===== src/rtl/cordic_ctrl_pkg.sv =====
// Shared types and constants for the Coordic request arbiter.
package cordic_ctrl_pkg;

  localparam int unsigned NUM_REQ_DEF  = 4;
  localparam int unsigned ANGLE_W_DEF  = 32;
  localparam int unsigned DATA_W_DEF   = 16;
  localparam int unsigned LOAD_CYC_DEF = 2;
  localparam int unsigned TIMEOUT_DEF  = 40;

  // Q2.30 angle: 2^30 = 90 degrees. Q2.14 data: 16384 = 1.0.
  localparam logic [31:0] ANGLE_ONE_90 = 32'h4000_0000;
  localparam logic [15:0] DATA_ONE     = 16'h4000;

  typedef enum logic [1:0] {
    IDLE = 2'd0,
    LOAD = 2'd1,
    RUN  = 2'd2,
    RESP = 2'd3
  } state_t;

endpackage


===== src/rtl/rr_arbiter.sv =====
// Combinational round-robin picker: first request after the last winner.
module rr_arbiter #(
  parameter  int unsigned NUM_REQ = 4,
  localparam int unsigned IDX_W   = $clog2(NUM_REQ)
) (
  input  logic [NUM_REQ-1:0] req,
  input  logic [IDX_W-1:0]   last,
  output logic [NUM_REQ-1:0] grant_c,
  output logic [IDX_W-1:0]   grant_idx_c,
  output logic               any_c
);

  logic [IDX_W-1:0] idx;

  // Scan last+1, last+2, ... ; NUM_REQ is a power of two so the add wraps.
  always_comb begin
    grant_c     = '0;
    grant_idx_c = '0;
    any_c       = 1'b0;
    idx         = '0;
    for (int unsigned k = 1; k <= NUM_REQ; k++) begin
      idx = last + IDX_W'(k);
      if (!any_c && req[idx]) begin
        any_c        = 1'b1;
        grant_c[idx] = 1'b1;
        grant_idx_c  = idx;
      end
    end
  end

endmodule


===== src/rtl/cordic_req_arbiter.sv =====
// Shares one Coordic engine between NUM_REQ requesters, round-robin,
// with a timeout guard and an id-tagged valid/ready response channel.
module cordic_req_arbiter
  import cordic_ctrl_pkg::*;
#(
  parameter  int unsigned NUM_REQ  = NUM_REQ_DEF,
  parameter  int unsigned ANGLE_W  = ANGLE_W_DEF,
  parameter  int unsigned DATA_W   = DATA_W_DEF,
  parameter  int unsigned LOAD_CYC = LOAD_CYC_DEF,
  parameter  int unsigned TIMEOUT  = TIMEOUT_DEF,
  localparam int unsigned ID_W     = $clog2(NUM_REQ)
) (
  input  logic                       clk,
  input  logic                       reset,
  input  logic [NUM_REQ-1:0]         req_valid,
  input  logic [NUM_REQ*ANGLE_W-1:0] req_angle,
  output logic [NUM_REQ-1:0]         req_ready,
  output logic [ANGLE_W-1:0]         eng_angle,
  output logic                       eng_reset,
  input  logic                       eng_done,
  input  logic [DATA_W-1:0]          eng_sin,
  input  logic [DATA_W-1:0]          eng_cos,
  output logic                       rsp_valid,
  input  logic                       rsp_ready,
  output logic [ID_W-1:0]            rsp_id,
  output logic [DATA_W-1:0]          rsp_sin,
  output logic [DATA_W-1:0]          rsp_cos,
  output logic                       rsp_err,
  output logic                       busy
);

  localparam int unsigned LCNT_W = (LOAD_CYC > 1) ? $clog2(LOAD_CYC) : 1;
  localparam int unsigned TCNT_W = (TIMEOUT > 1) ? $clog2(TIMEOUT) : 1;

  state_t              state;
  logic [ID_W-1:0]     rr_ptr;
  logic [LCNT_W-1:0]   load_cnt;
  logic [TCNT_W-1:0]   tmo_cnt;

  logic [NUM_REQ-1:0]  grant;
  logic [ID_W-1:0]     grant_idx;
  logic                grant_any;
  logic [ANGLE_W-1:0]  sel_angle;

  rr_arbiter #(
    .NUM_REQ (NUM_REQ)
  ) u_arb (
    .req         (req_valid),
    .last        (rr_ptr),
    .grant_c     (grant),
    .grant_idx_c (grant_idx),
    .any_c       (grant_any)
  );

  // Offer the grant only while idle and out of reset.
  assign req_ready = (reset && state == IDLE) ? grant : '0;

  // Angle of the current winner.
  always_comb begin
    sel_angle = '0;
    for (int unsigned i = 0; i < NUM_REQ; i++) begin
      if (grant[i]) sel_angle = req_angle[i*ANGLE_W +: ANGLE_W];
    end
  end

  // Control FSM; rr_ptr doubles as the id of the operation in flight.
  always_ff @(posedge clk or negedge reset) begin
    if (!reset) begin
      state     <= IDLE;
      rr_ptr    <= ID_W'(NUM_REQ - 1);
      load_cnt  <= '0;
      tmo_cnt   <= '0;
      eng_angle <= '0;
      eng_reset <= 1'b1;
      rsp_valid <= 1'b0;
      rsp_id    <= '0;
      rsp_sin   <= '0;
      rsp_cos   <= '0;
      rsp_err   <= 1'b0;
      busy      <= 1'b0;
    end else begin
      case (state)
        IDLE: begin
          if (grant_any) begin
            eng_angle <= sel_angle;
            rr_ptr    <= grant_idx;
            load_cnt  <= '0;
            busy      <= 1'b1;
            state     <= LOAD;
          end
        end
        LOAD: begin
          if (load_cnt == LCNT_W'(LOAD_CYC - 1)) begin
            tmo_cnt   <= '0;
            eng_reset <= 1'b0;
            state     <= RUN;
          end else begin
            load_cnt <= load_cnt + LCNT_W'(1);
          end
        end
        RUN: begin
          if (eng_done) begin
            rsp_sin   <= eng_sin;
            rsp_cos   <= eng_cos;
            rsp_err   <= 1'b0;
            rsp_id    <= rr_ptr;
            rsp_valid <= 1'b1;
            eng_reset <= 1'b1;
            state     <= RESP;
          end else if (tmo_cnt == TCNT_W'(TIMEOUT - 1)) begin
            rsp_sin   <= '0;
            rsp_cos   <= '0;
            rsp_err   <= 1'b1;
            rsp_id    <= rr_ptr;
            rsp_valid <= 1'b1;
            eng_reset <= 1'b1;
            state     <= RESP;
          end else begin
            tmo_cnt <= tmo_cnt + TCNT_W'(1);
          end
        end
        RESP: begin
          if (rsp_ready) begin
            rsp_valid <= 1'b0;
            busy      <= 1'b0;
            state     <= IDLE;
          end
        end
        default: begin
          eng_reset <= 1'b1;
          rsp_valid <= 1'b0;
          busy      <= 1'b0;
          state     <= IDLE;
        end
      endcase
    end
  end

endmodule


===== config.mk =====
export PLATFORM = sky130hd
export DESIGN_NAME = cordic_req_arbiter
export DESIGN_NICKNAME = d
export VERILOG_FILES = /design/src/rtl/cordic_ctrl_pkg.sv /design/src/rtl/rr_arbiter.sv /design/src/rtl/cordic_req_arbiter.sv
export SDC_FILE = /design/constraint.sdc
export NUM_CORES = 1
export LEC_CHECK = 0
export CAP_MARGIN = 20
export CORE_MARGIN = 2
export CORE_UTILIZATION = 25
export CTS_BUF_LIST = sky130_fd_sc_hd__clkbuf_4
export DETAILED_ROUTE_END_ITERATION = 16
export PLACE_DENSITY = 0.63
export SYNTH_ARGS = -nofsm -noshare
export SYNTH_HDL_FRONTEND = slang
export SYNTH_SLANG_ARGS = --single-unit

===== constraint.sdc =====
create_clock -name clk -period 5.95 [get_ports clk]
set_clock_uncertainty 0.05 [all_clocks]
set_input_delay 1.785 -clock clk [delete_from_list [all_inputs] [get_ports clk]]
set_output_delay 1.785 -clock clk [all_outputs]
set_load 0.1 [all_outputs]

After elaboration in Yosys (flattened, before gate mapping)

Index checks and enable logic that the tools add are counted.
W data, S select, Z words.

Output and inout bits: 74
Bits in registers: 81
Word-level logic and storage cells: 124

Bitwise logic cells: 4
Order comparisons: 8
Add/subtract/negate cells: 5
Reductions and logical operators: 26
Eq/ne operators: 10
Muxes and demuxes: 59

Operators with widths:

| operator              | number |
|---|---|
| $mux W32              | 4 |
| $mux W16              | 3 |
| $mux W1               | 20 |
| $mux W2               | 10 |
| $mux W4               | 5 |
| $mux W6               | 3 |
| $lt A2 B3 Y1 const B  | 4 |
| $or A4 B4 Y4          | 3 |
| $pmux W6 S2           | 1 |
| $reduce_and A3 Y1     | 4 |
| $ne A2 B2 Y1 const B  | 5 |
| $reduce_bool A2 Y1    | 5 |
| $bmux W1 S2           | 4 |
| $demux W1 S2          | 4 |
| $ge A2 B1 Y1 const B  | 4 |
| $logic_and A1 B1 Y1   | 8 |
| $pmux W1 S2           | 4 |
| $pmux W2 S4           | 1 |
| $reduce_and A4 Y1     | 2 |
| $add A6 B1 Y6 const B | 1 |
| $eq A6 B6 Y1 const B  | 1 |
| $reduce_and A2 Y1     | 3 |
| $add A2 B2 Y2 const B | 2 |
| $eq A2 B2 Y1 const B  | 2 |
| other kinds (7)       | 9 |

Depth between registers and ports, before layout

Gate-level depths: netlist (run 1).

Depth after elaboration: 17
Depth in mapped cells: 13
Mapped depth without buffers: 8

Modules after synthesis

From an unflattened synthesis (run 1), not the netlist that was laid out.

Cell total of the unflattened synthesis: 489
Area, all modules: 4659.5 um2

Modules (own cells, without submodules):

| module             | cells an instance | seq. area each (um2) | instances | area each (um2) |
|---|---|---|---|---|
| cordic_req_arbiter | 421               | 2030.7               | 1         | 4134.0 |
| rr_arbiter         | 68                | 0.0                  | 1         | 525.5 |

Worst setup path after synthesis (run 1)

Ideal clock, no wire load.

Kind: input to output
Start point: input port req_valid[1]
End point: output port req_ready[3]
Path buffers: 4
Data required time: 4115 ps
Stages on the path: 8
Slack: -831 ps
Data arrival time: 4946 ps
Cell sequence: mux4_2 -> buf_4 -> or3b_1 -> a22o_1 -> buf_6 -> buf_6 -> buf_2 -> a21oi_1

Cells in the longest elaborated chain, start to end: 13

Ends and longest elaborated chain:

| what                          | line                     | source |
|---|---|---|
| start: declaration            | cordic_req_arbiter.sv:15 | `input logic [NUM_REQ-1:0] req_valid,` |
| $bmux W1 S2                   | rr_arbiter.sv:23         | `if (!any_c && req[idx]) begin` |
| $mux W1 (implied by the code) | rr_arbiter.sv:23         |  |
| $mux W1                       | rr_arbiter.sv:23         |  |
| $logic_not A1 Y1              | rr_arbiter.sv:23         |  |
| $logic_and A1 B1 Y1           | rr_arbiter.sv:23         |  |
| $mux W1                       | rr_arbiter.sv:23         |  |
| $logic_not A1 Y1              | rr_arbiter.sv:23         |  |
| $logic_and A1 B1 Y1           | rr_arbiter.sv:23         |  |
| $mux W1                       | rr_arbiter.sv:23         |  |
| $logic_not A1 Y1              | rr_arbiter.sv:23         |  |
| $logic_and A1 B1 Y1           | rr_arbiter.sv:23         |  |
| $mux W4 (*)                   | rr_arbiter.sv:23         |  |
| $mux W4 (*)                   | cordic_req_arbiter.sv:56 | `assign req_ready = (reset && state == IDLE) ? grant : '0;` |
| end: declaration              | cordic_req_arbiter.sv:17 | `output logic [NUM_REQ-1:0] req_ready,` |

Every way passes the cells marked *; elsewhere a longest branch is shown, timed or not. The select of a mux whose other input is x is not followed.

Final worst setup path (run 1)

Start point: input port req_valid[0]
End point: output port req_ready[1]

The elaborated chain is that of the path after synthesis.

==> run_results.csv, run 1 <==
group,metric,value,unit
route,detailed_route_via_count,5963,
grt,grtUsageTotal,0.1879,
setup_path,crit_type,"primary input to output pin",
clock_network,htree_num_levels,3,
timing,tightestPinTransition,1.072,ns
route,via_per_inst,5.245,
setup_path,timing.critical_path.cells,"clkdlybuf4s50_1 > mux4_2 > buf_4 > nor2b_1 > a221oi_1 > buf_4 > o21ai_4 > nor2b_4 > buf_12",
yosys,synth.cell_area,5563,µm²
placed_design,dp_hpwl,15170,µm
grt,global_route_wire_length_before_repair,34860,µm
timing,timing.final.setup_violations,0,
route,detail_route.wl_per_cell,19.56,µm
yosys,combinational_family_with_the_most_area_after_synthesis,"compound AO/OA/AOI/OAI gates",
yosys,syn_area_per_cell,8.733,µm²
clock_network,clk_path_buf_depth,2,
clock_network,cts_hold_buffers_added,0,
setup_path,critical_path.endpoint_type,"output pin",
yosys,yosys_most_used_dff,"dfrtp_1",
clock_network,cts.sinks,81,
floorplan,initial_utilization,0.2549,
yosys,synth-xor-area-share,0.001574,
yosys,number_of_flops_mapped_to_enable_cells_by_yosys,0,
floorplan,boundaryPins,242,
cells_and_area,area_delta_synth_final,52.54,%
yosys,synth_most_common_cell,"dfrtp_1",
grt,grt_max_degree,65,
yosys,synth.net_count,818,
clock_network,cts_tree,"done",
clock_network,clk-insertion-delay-late,0.46,ns
setup_path,slowest_delay,0.58,ns
yosys,synth_compound_gate_area_share,0.2917,
floorplan,chip_width,153.2,µm
route,postRouteWirelength,22240,µm
placed_design,place.gp.congestion,0.7918,
route,drt_pre_antenna_iters,5,
setup_path,worst_ep_arrival_time,4.03,ns
cells_and_area,fraction_of_final_layout_cells_with_drive_strength_greater_than_1,0.09918,
setup_path,path_common_cell,"buf_4",
timing,post-route-period-util,0.9859,
yosys,synth_fa_ha_area_frac,0.02924,
yosys,synth_area_leaders,"dfrtp_1 35%, a22o_1 5.4%, a2111oi_0 5.0%",
timing,rsz0062_at_grt,"false",
floorplan,num_rows,54,
setup_path,critPathLaunchType,"primary input",
flow_run,timing.max_cap.violations,0,
yosys,async_flop_share,1.000,
clock_network,clk_pin_slew_worst_paths,0.13,ns
yosys,post_synth_and_or_nand_nor_area_fraction,0.2087,
status,status,"finished clean",
placed_design,io_buffers,241,
timing,timing.hold.ws,0.4582,ns
yosys,synth-seq-cells,81,
timing,hold_viol_final,0,
timing,final_period_minus_worst_setup_slack,5.866,ns
clock_network,cts_root_buffer,"clkbuf_4",
timing,timing_max_transition_violations_final,0,
grt,remaining_overflow_grt,0,
yosys,top_cell_types_by_occurrence_after_synthesis,"78 x dfrtp_1, 51 x nand2_1, 47 x clkbuf_1",
yosys,synthMuxAreaShare,0.02182,
floorplan,design.core.area,21820,µm²
route,postRouteAntennaNets,0,
cells_and_area,antenna-diode-count,0,
yosys,syn-instance-count,637,
yosys,yosys.area.top_type_share,0.3509,
hold_path,holdCritPathClass,"flip-flop to flip-flop",
floorplan,fp.dieH,153.2,µm
yosys,synthesis.yosys.warnings,0,
setup_path,worst_path_max_delay_cell,"mux4_2",
timing,slew_headroom,0.2839,
route,dr.first_iter.drc_count,351,
timing,max_freq,0.1705,GHz
yosys,share_of_the_yosys_chip_area_belonging_to_registers,0.3650,
setup_path,critical_path.max_fanout,6,
floorplan,floorplan.die_area,23460,µm²
yosys,netlist-cell-type-count,50,
clock_network,numCtsBuffers,9,
grt,initial_antenna_violation_count,0,
yosys,synthDominantAreaCellType,"dfrtp_1",
cells_and_area,num-nets-final,1033,
route,drc,0,
grt,grt_pass1_vias,6083,
setup_path,timing.critical_path.required,4.12,ns
==> cell usage in the layout, fill, tap and decap left out, types with 12 or more instances in the layout <==
cell,instances
a2111oi_0,32
a211oi_1,32
a21boi_0,13
a21boi_2,14
a22o_1,33
buf_4,26
clkdlybuf4s50_1,234
dfrtp_1,78
ha_1,12
inv_1,45
nand2_1,50
nand3_1,34
nand4_1,33
nor2_1,44
nor3b_1,32
o211ai_1,32
o21ai_0,16
==> area by class of cell <==
cell class                      count  area, µm²
Clock buffer                        9      67.56
Clock inverter                      7      52.55
Fill cell                        2234      13340
Inverter                           45      168.9
Multi-Input combinational cell    447       3138
Sequential cell                    81       2031
Tap cell                          280      350.3
Timing Repair Buffer              268       2678
==> worst max-delay path: cells and delay by family <==
kind            cells  cell delay [ns]
compound gates      2             0.24
simple gates        2             0.39
buf+inv             4             1.02
mux                 1             0.58
==> path summary, 6_finish.rpt <==
| path | start | end | slack, ns | depth (start not counted) |
|---|---|---|---|---|
| max | req_valid[0] | req_ready[1] | 0.08 | 9 |
| min | rsp_id[1] | rsp_id[1] | 0.46 | 2 |
| max reg2reg | rr_ptr[0] | eng_angle[5] | 1.75 | 9 |
| min reg2reg | rsp_id[1] | rsp_id[1] | 0.46 | 2 |
| max in group asynchronous | reset | eng_angle[16] | 3.46 | 3 |
| min in group asynchronous | reset | eng_angle[24] | 1.31 | 2 |
==> state kept, by name (all words and copies together), names as in the netlist, 2 cells and up <==
register	cells
rsp_id	2
rsp_cos	16
rsp_sin	16
eng_angle	32
rr_ptr	2
state	2
tmo_cnt	6
==> what timing repair did <==
action / CTS / global route
resized for setup: 0 / 2
pin swaps: 0 / 2
hold endpoints to repair: 0 / 0
buffers inserted: 1 / 3
endpoints found under the setup margin: 1 / 2
==> stage by stage <==
step	std cells	area [µm²]	worst slack, ns	utilization	TNS, ns
2_1_floorplan	637	5580	-0.2142	-	-0.2142
3_3_place_gp	1116	8315	0.06651	0.3810	0
3_5_place_dp	1117	8330	-0.005792	0.3817	-0.005792
4_1_cts	1134	8458	0.01358	0.3876	0
5_1_grt	1137	8486	0.02486	0.3888	0
6_report	1137	8486	0.08386	0.3888	0
==> kinds of logic after synthesis <==
| logic type | count (synthesis) |
|---|---|
| simple gates | 219 |
| compound gates | 207 |
| buf+inv | 109 |
| flops | 81 |
| fa+ha+maj | 13 |
| mux | 7 |
| xor+xnor | 1 |
==> layer usage <==
layer,up-vias,wire [µm],part of all wire,track usage
met5,-,0,0,0
met4,0,284,0.013,0.04277
met3,22,1980,0.089,0.06323
met2,271,10490,0.47,0.3119
met1,2869,9481,0.43,0.2369
li1,2801,-,-,-
Power of run 1 is left out: the tool's default activity adds up to more than one toggle a clock period on the data nets, which glitch-free logic cannot reach.
==> inputs of run 2 (changes only) <==
CORE_MARGIN = not set   (was 2)
==> run 2 against run 1 <==
Effect of this change: cell area is 0.97% higher; final cell count is 0.18% lower; fmax is 0.16% lower; first-iteration DRC count is 13% lower; wire length is 3.1% lower; register-to-register slack worse by 0.04 ns; non-clock buffer count is 3 lower.
==> run_results.csv, run 2 (synthesis gave the netlist of run 1 again) <==
group,metric,value,unit
status,status,"finished clean",
cells_and_area,layout_commonest_cell,"clkdlybuf4s50_1",
timing,max_freq,0.1702,GHz
setup_path,worst_r2r_endpoint,"eng_angle[26]",
timing,post-route-period-util,0.9875,
timing,timing_max_transition_violations_final,0,
route,detail_route.wl_per_cell,18.98,µm
route,drc,0,
cells_and_area,final_cells,1135,
route,met2WireLength,9871,µm
grt,remaining_overflow_grt,0,
floorplan,chip_width,151.2,µm
cells_and_area,largest_register_ffs,32,
grt,initial_antenna_violation_count,1,
route,top_layer_used,"met4",
hold_path,min_path_cells,2,
clock_network,htree_num_levels,3,
clock_network,clk_pin_slew_worst_paths,0.14,ns
timing,final_period_minus_worst_setup_slack,5.875,ns
route,dr.first_iter.drc_count,304,
route,detailed_route_via_count,5889,
clock_network,post_cts_resize_count,0,
floorplan,num_rows,54,
floorplan,boundaryPins,242,
floorplan,floorplan.die_area,22850,µm²
hold_path,worst_hold_path.endpoint,"rsp_id[1]",
setup_path,timing.critical_path.cells,"clkdlybuf4s50_1 > mux4_2 > buf_4 > or3b_1 > a22o_2 > a21oi_2 > buf_12",
cells_and_area,fillerInstances,2216,
setup_path,critPathLaunchType,"primary input",
grt,grt_pass1_vias,5909,
clock_network,numCtsBuffers,9,
hold_path,hp-start,"rsp_id[1]",
cells_and_area,top_regs,"eng_angle: 32 flops, rsp_cos: 16 flops, rsp_sin: 16 flops",
route,drt_pre_antenna_iters,4,
setup_path,worst_ep_arrival_time,4.04,ns
setup_path,rrSetupSlack,1.71,ns
cells_and_area,num-nets-final,1030,
setup_path,rr_startpoint,"rr_ptr[0]",
route,postRouteAntennaNets,0,
route,postRouteWirelength,21540,µm
setup_path,critical_path.endpoint_type,"output pin",
timing,slew_headroom,0.2826,
clock_network,clk_path_buf_depth,2,
setup_path,r2r.worst_path.cells,9,
route,wl_met1,8713,µm
clock_network,cts.sinks,81,
clock_network,cts_root_buffer,"clkbuf_4",
cells_and_area,area_delta_synth_final,54.03,%
timing,hold_viol_final,0,
floorplan,initial_utilization,0.2549,
route,routed-wl-met3,2513,µm
hold_path,holdCritPathClass,"flip-flop to flip-flop",
timing,tightestPinTransition,1.073,ns
floorplan,design.core.area,21820,µm²
clock_network,clk-insertion-delay-late,0.45,ns
grt,grtUsageTotal,0.1893,
placed_design,dp_hpwl,14690,µm
setup_path,worst_path_max_delay_cell,"mux4_2",
route,via_per_inst,5.189,
flow_run,timing.max_cap.violations,0,
setup_path,crit_type,"primary input to output pin",
floorplan,fp.dieH,151.2,µm
setup_path,slowest_delay,0.59,ns
cells_and_area,layout.cells.most_common_list,"236 x clkdlybuf4s50_1, 78 x dfrtp_1, 50 x nand2_1",
grt,global_route_wire_length_before_repair,32600,µm
cells_and_area,largest_register,"eng_angle",
setup_path,timing.critical_path.required,4.12,ns
placed_design,place.gp.congestion,0.8096,
placed_design,placedCellCount,1114,
placed_design,io_buffers,241,
cells_and_area,fraction_of_final_layout_cells_with_drive_strength_greater_than_1,0.09613,
grt,grt_max_degree,65,
clock_network,cts_tree,"done",
timing,timing.final.setup_violations,0,
setup_path,critical_path.max_fanout,7,
-- run 2: how the worst max path moves through the flow --
stage	slack (ns)	depth (start not counted)	endpoint	from
after floorplan	-0.21	7	req_ready[3]	req_valid[1]
after global placement	0.02	7	req_ready[1]	req_valid[1]
after detailed placement	-0.002	7	req_ready[1]	req_valid[1]
after CTS	0.01	7	req_ready[1]	req_valid[3]
after global routing	-0.02	7	req_ready[3]	req_valid[1]
final	0.07	7	req_ready[3]	req_valid[3]
-- run 2: layout make-up --
class,instances,area [µm²],area share
clock inverters,6,140.1,0.01636
well taps,280,350.3,0.04089
repair buffers,265,2675,0.3122
diodes,2,5.005,0.0005841
multi-input cells,447,3131,0.3654
flip-flops and latches,81,2031,0.2370
inverters,45,168.9,0.01971
clock buffers,9,67.56,0.007886
-- run 2: routing by layer --
metal,global-route usage,vias to the layer above
met3,0.06867,21
met1,0.2211,2789
met4,0.06200,0
met5,0,-
li1,-,2805
met2,0.3195,274
-- run 2: repair_timing --
action	4_1_cts	5_1_grt
hold endpoints to repair	0	0
pin swaps	1	1
hold buffers	0	0
buffers inserted	0	4
endpoints found under the setup margin	1	2
-- run 2: through the flow --
stage	cell area (µm²)	hold WS [ns]	TNS [ns]	worst slack, ns	utilization
2_1_floorplan	5580	0.4415	-0.2142	-0.2142	-
3_3_place_gp	8298	0.4197	0	0.02220	0.3802
3_5_place_dp	8325	0.4268	-0.002331	-0.002331	0.3815
4_1_cts	8533	0.4575	0	0.01299	0.3910
5_1_grt	8566	0.4824	-0.01693	-0.01693	0.3925
6_report	8568	0.4482	0	0.07460	0.3926
-- run 2: worst max-delay path: cells and delay by family --
family / cells / cell delay, ns
compound gates: 2 / 0.42
simple gates: 1 / 0.35
mux: 1 / 0.59
buf+inv: 3 / 0.89
Power of run 2 is left out for the same reason.
==> inputs of run 3 (changes only) <==
PLACE_DENSITY = 0.65   (was 0.63)
clock period = 5.3 ns   (was 5.95 ns; I/O delays follow)
==> run 3 against run 2 <==
Effect of this change: highest routed layer unchanged; largest cell class unchanged; global-route usage shrank 0.37 points; critical path depth stayed put; first-iteration DRC count fell by 8.9%; worst hold slack improved by 0.026 ns; die area did not move; wire length down 0.90%; cell area is 0.45% lower; final cell count grew 0.79%; register-to-register slack lost 0.33 ns; non-clock buffer count is 9 higher; core utilization fell by 0.18 points; sequential share of layout area grew 0.11 points.
==> run_results.csv, run 3 (synthesis gave the netlist of run 1 again) <==
group,metric,value,unit
clock_network,numCtsBuffers,9,
timing,post-route-period-util,0.9867,
cells_and_area,fillerInstances,2197,
clock_network,cts.sinks,81,
grt,grt_max_degree,65,
clock_network,cts_root_buffer,"clkbuf_4",
timing,hold_viol_final,0,
setup_path,critical_path.endpoint_type,"output pin",
cells_and_area,regArea,2031,µm²
route,detailed_route_via_count,5916,
placed_design,pre_cts_ws,-0.2330,ns
setup_path,critPathLaunchType,"primary input",
timing,rsz0062_at_grt,"false",
route,via_per_inst,5.171,
floorplan,boundaryPins,242,
timing,timing_max_transition_violations_final,0,
placed_design,io_buffers,241,
setup_path,timing.critical_path.required,3.66,ns
flow_run,timing.max_cap.violations,0,
floorplan,chip_width,151.2,µm
cells_and_area,top_regs,"eng_angle: 32 flops, rsp_cos: 16 flops, rsp_sin: 16 flops",
grt,global_route.usage.met3,0.04910,
setup_path,worst_ep_arrival_time,3.59,ns
timing,slew_headroom,0.3099,
placed_design,dp_hpwl,14660,µm
floorplan,floorplan.die_area,22850,µm²
clock_network,cts_tree,"done",
setup_path,r2r.worst_path.cells,10,
setup_path,critPathCapture,"req_ready[3]",
placed_design,detailed_place.area,8353,µm²
route,drc,0,
cells_and_area,fraction_of_final_layout_cells_with_drive_strength_greater_than_1,0.1089,
cells_and_area,largest_register_ffs,32,
cells_and_area,layout_commonest_cell,"clkdlybuf4s50_1",
setup_path,worst_r2r_endpoint,"eng_angle[4]",
grt,global_route_wire_length_before_repair,32110,µm
cells_and_area,area_of_the_multi_input_gates,3136,µm²
setup_path,rr_startpoint,"rr_ptr[1]",
route,dr.first_iter.drc_count,277,
setup_path,worst-path-stages,7,
floorplan,design.core.area,21820,µm²
floorplan,initial_utilization,0.2549,
clock_network,clk_path_buf_depth,2,
cells_and_area,num-nets-final,1039,
timing,tightestPinTransition,1.032,ns
clock_network,clk-insertion-delay-late,0.47,ns
timing,final_period_minus_worst_setup_slack,5.230,ns
placed_design,place.gp.congestion,0.7985,
clock_network,clk_pin_slew_worst_paths,0.14,ns
hold_path,hp-start,"rsp_cos[10]",
cells_and_area,layout.cells.most_common_list,"232 x clkdlybuf4s50_1, 78 x dfrtp_1, 50 x nand2_1",
hold_path,holdCritPathClass,"flip-flop to flip-flop",
route,postRouteWirelength,21340,µm
setup_path,cp_num_buf_inv,3,
setup_path,path_delay_family,"buffers and inverters",
grt,grtUsageTotal,0.1856,
setup_path,timing.critical_path.cells,"dlygate4sd2_1 > mux4_2 > buf_4 > or3b_1 > a22o_2 > a21oi_2 > buf_12",
cells_and_area,post-route-cell-area,8529,µm²
cells_and_area,largest_register,"eng_angle",
placed_design,placedCellCount,1121,
grt,initial_antenna_violation_count,1,
setup_path,critical_path.max_fanout,6,
floorplan,fp.dieH,151.2,µm
floorplan,num_rows,54,
cells_and_area,area_delta_synth_final,53.33,%
setup_path,slowest_delay,0.55,ns
setup_path,rrSetupSlack,1.38,ns
clock_network,htree_num_levels,3,
timing,final.setup.tns,0,ns
route,drt_pre_antenna_iters,5,
grt,groute.layer.met2.usage,0.3154,
setup_path,launch_point_of_the_critical_path,"req_valid[3]",
grt,grtUsageMet1,0.2275,
route,postRouteAntennaNets,0,
route,detail_route.wl_per_cell,18.66,µm
grt,top_usage_layer,"met2",
cells_and_area,final_cells,1144,
grt,remaining_overflow_grt,0,
status,status,"finished clean",
grt,grt_pass1_vias,5739,
setup_path,crit_type,"primary input to output pin",
setup_path,worst_path_max_delay_cell,"mux4_2",
timing,finalWorstSetupSlack,0.07040,ns
timing,timing.final.setup_violations,0,
timing,max_freq,0.1912,GHz
==> run 3: cell count changes in the layout (fill, tap and decap cells not counted), moves of 2 or more <==
| cell | previous run | this run |
|---|---|---|
| buf_4 | 22 | 33 |
| bufinv_16 | 4 | 0 |
| clkdlybuf4s50_1 | 236 | 232 |
| dlygate4sd2_1 | 0 | 4 |
| buf_12 | 6 | 4 |
| inv_6 | 0 | 2 |
==> run 3: through the flow <==
step,hold WS [ns],utilization
after floorplan,0.4415,-
after detailed placement,0.4399,0.3828
after CTS,0.4771,0.3896
final,0.4743,0.3908
after global placement,0.4155,0.3815
after global routing,0.4922,0.3908
==> run 3: final cells by class <==
type,instances,share of cell area
antenna,1,0.0002934
clock buffer,9,0.007921
clock inverter,7,0.007188
inverter,45,0.01980
multi-input combinational,447,0.3676
sequential,81,0.2381
tap,280,0.04107
timing repair buffer,274,0.3180
==> run 3: timing repair <==
action	CTS	global route
buffers inserted	3	3
resized for setup	5	1
pin swaps	1	1
setup endpoints to repair	4	1
hold buffers	0	0
==> run 3: worst min path at each step <==
| stage | to | slack (ns) | cells past startpoint |
|---|---|---|---|
| 3_3_place_gp | rsp_id[1] | 0.42 | 2 |
| 5_1_grt | rsp_cos[7] | 0.49 | 1 |
| 2_1_floorplan | tmo_cnt[2] | 0.44 | 1 |
| 6_report | rsp_cos[10] | 0.47 | 1 |
| 4_1_cts | rsp_cos[0] | 0.48 | 1 |
| 3_5_place_dp | rsp_cos[0] | 0.44 | 1 |
==> run 3: routing by layer <==
| metal | share of wire | vias to the layer above |
|---|---|---|
| met4 | 0.013 | 0 |
| li1 | - | 2824 |
| met2 | 0.48 | 248 |
| met1 | 0.42 | 2829 |
| met5 | 0 | - |
| met3 | 0.085 | 15 |
Power of run 3 is left out for the same reason.
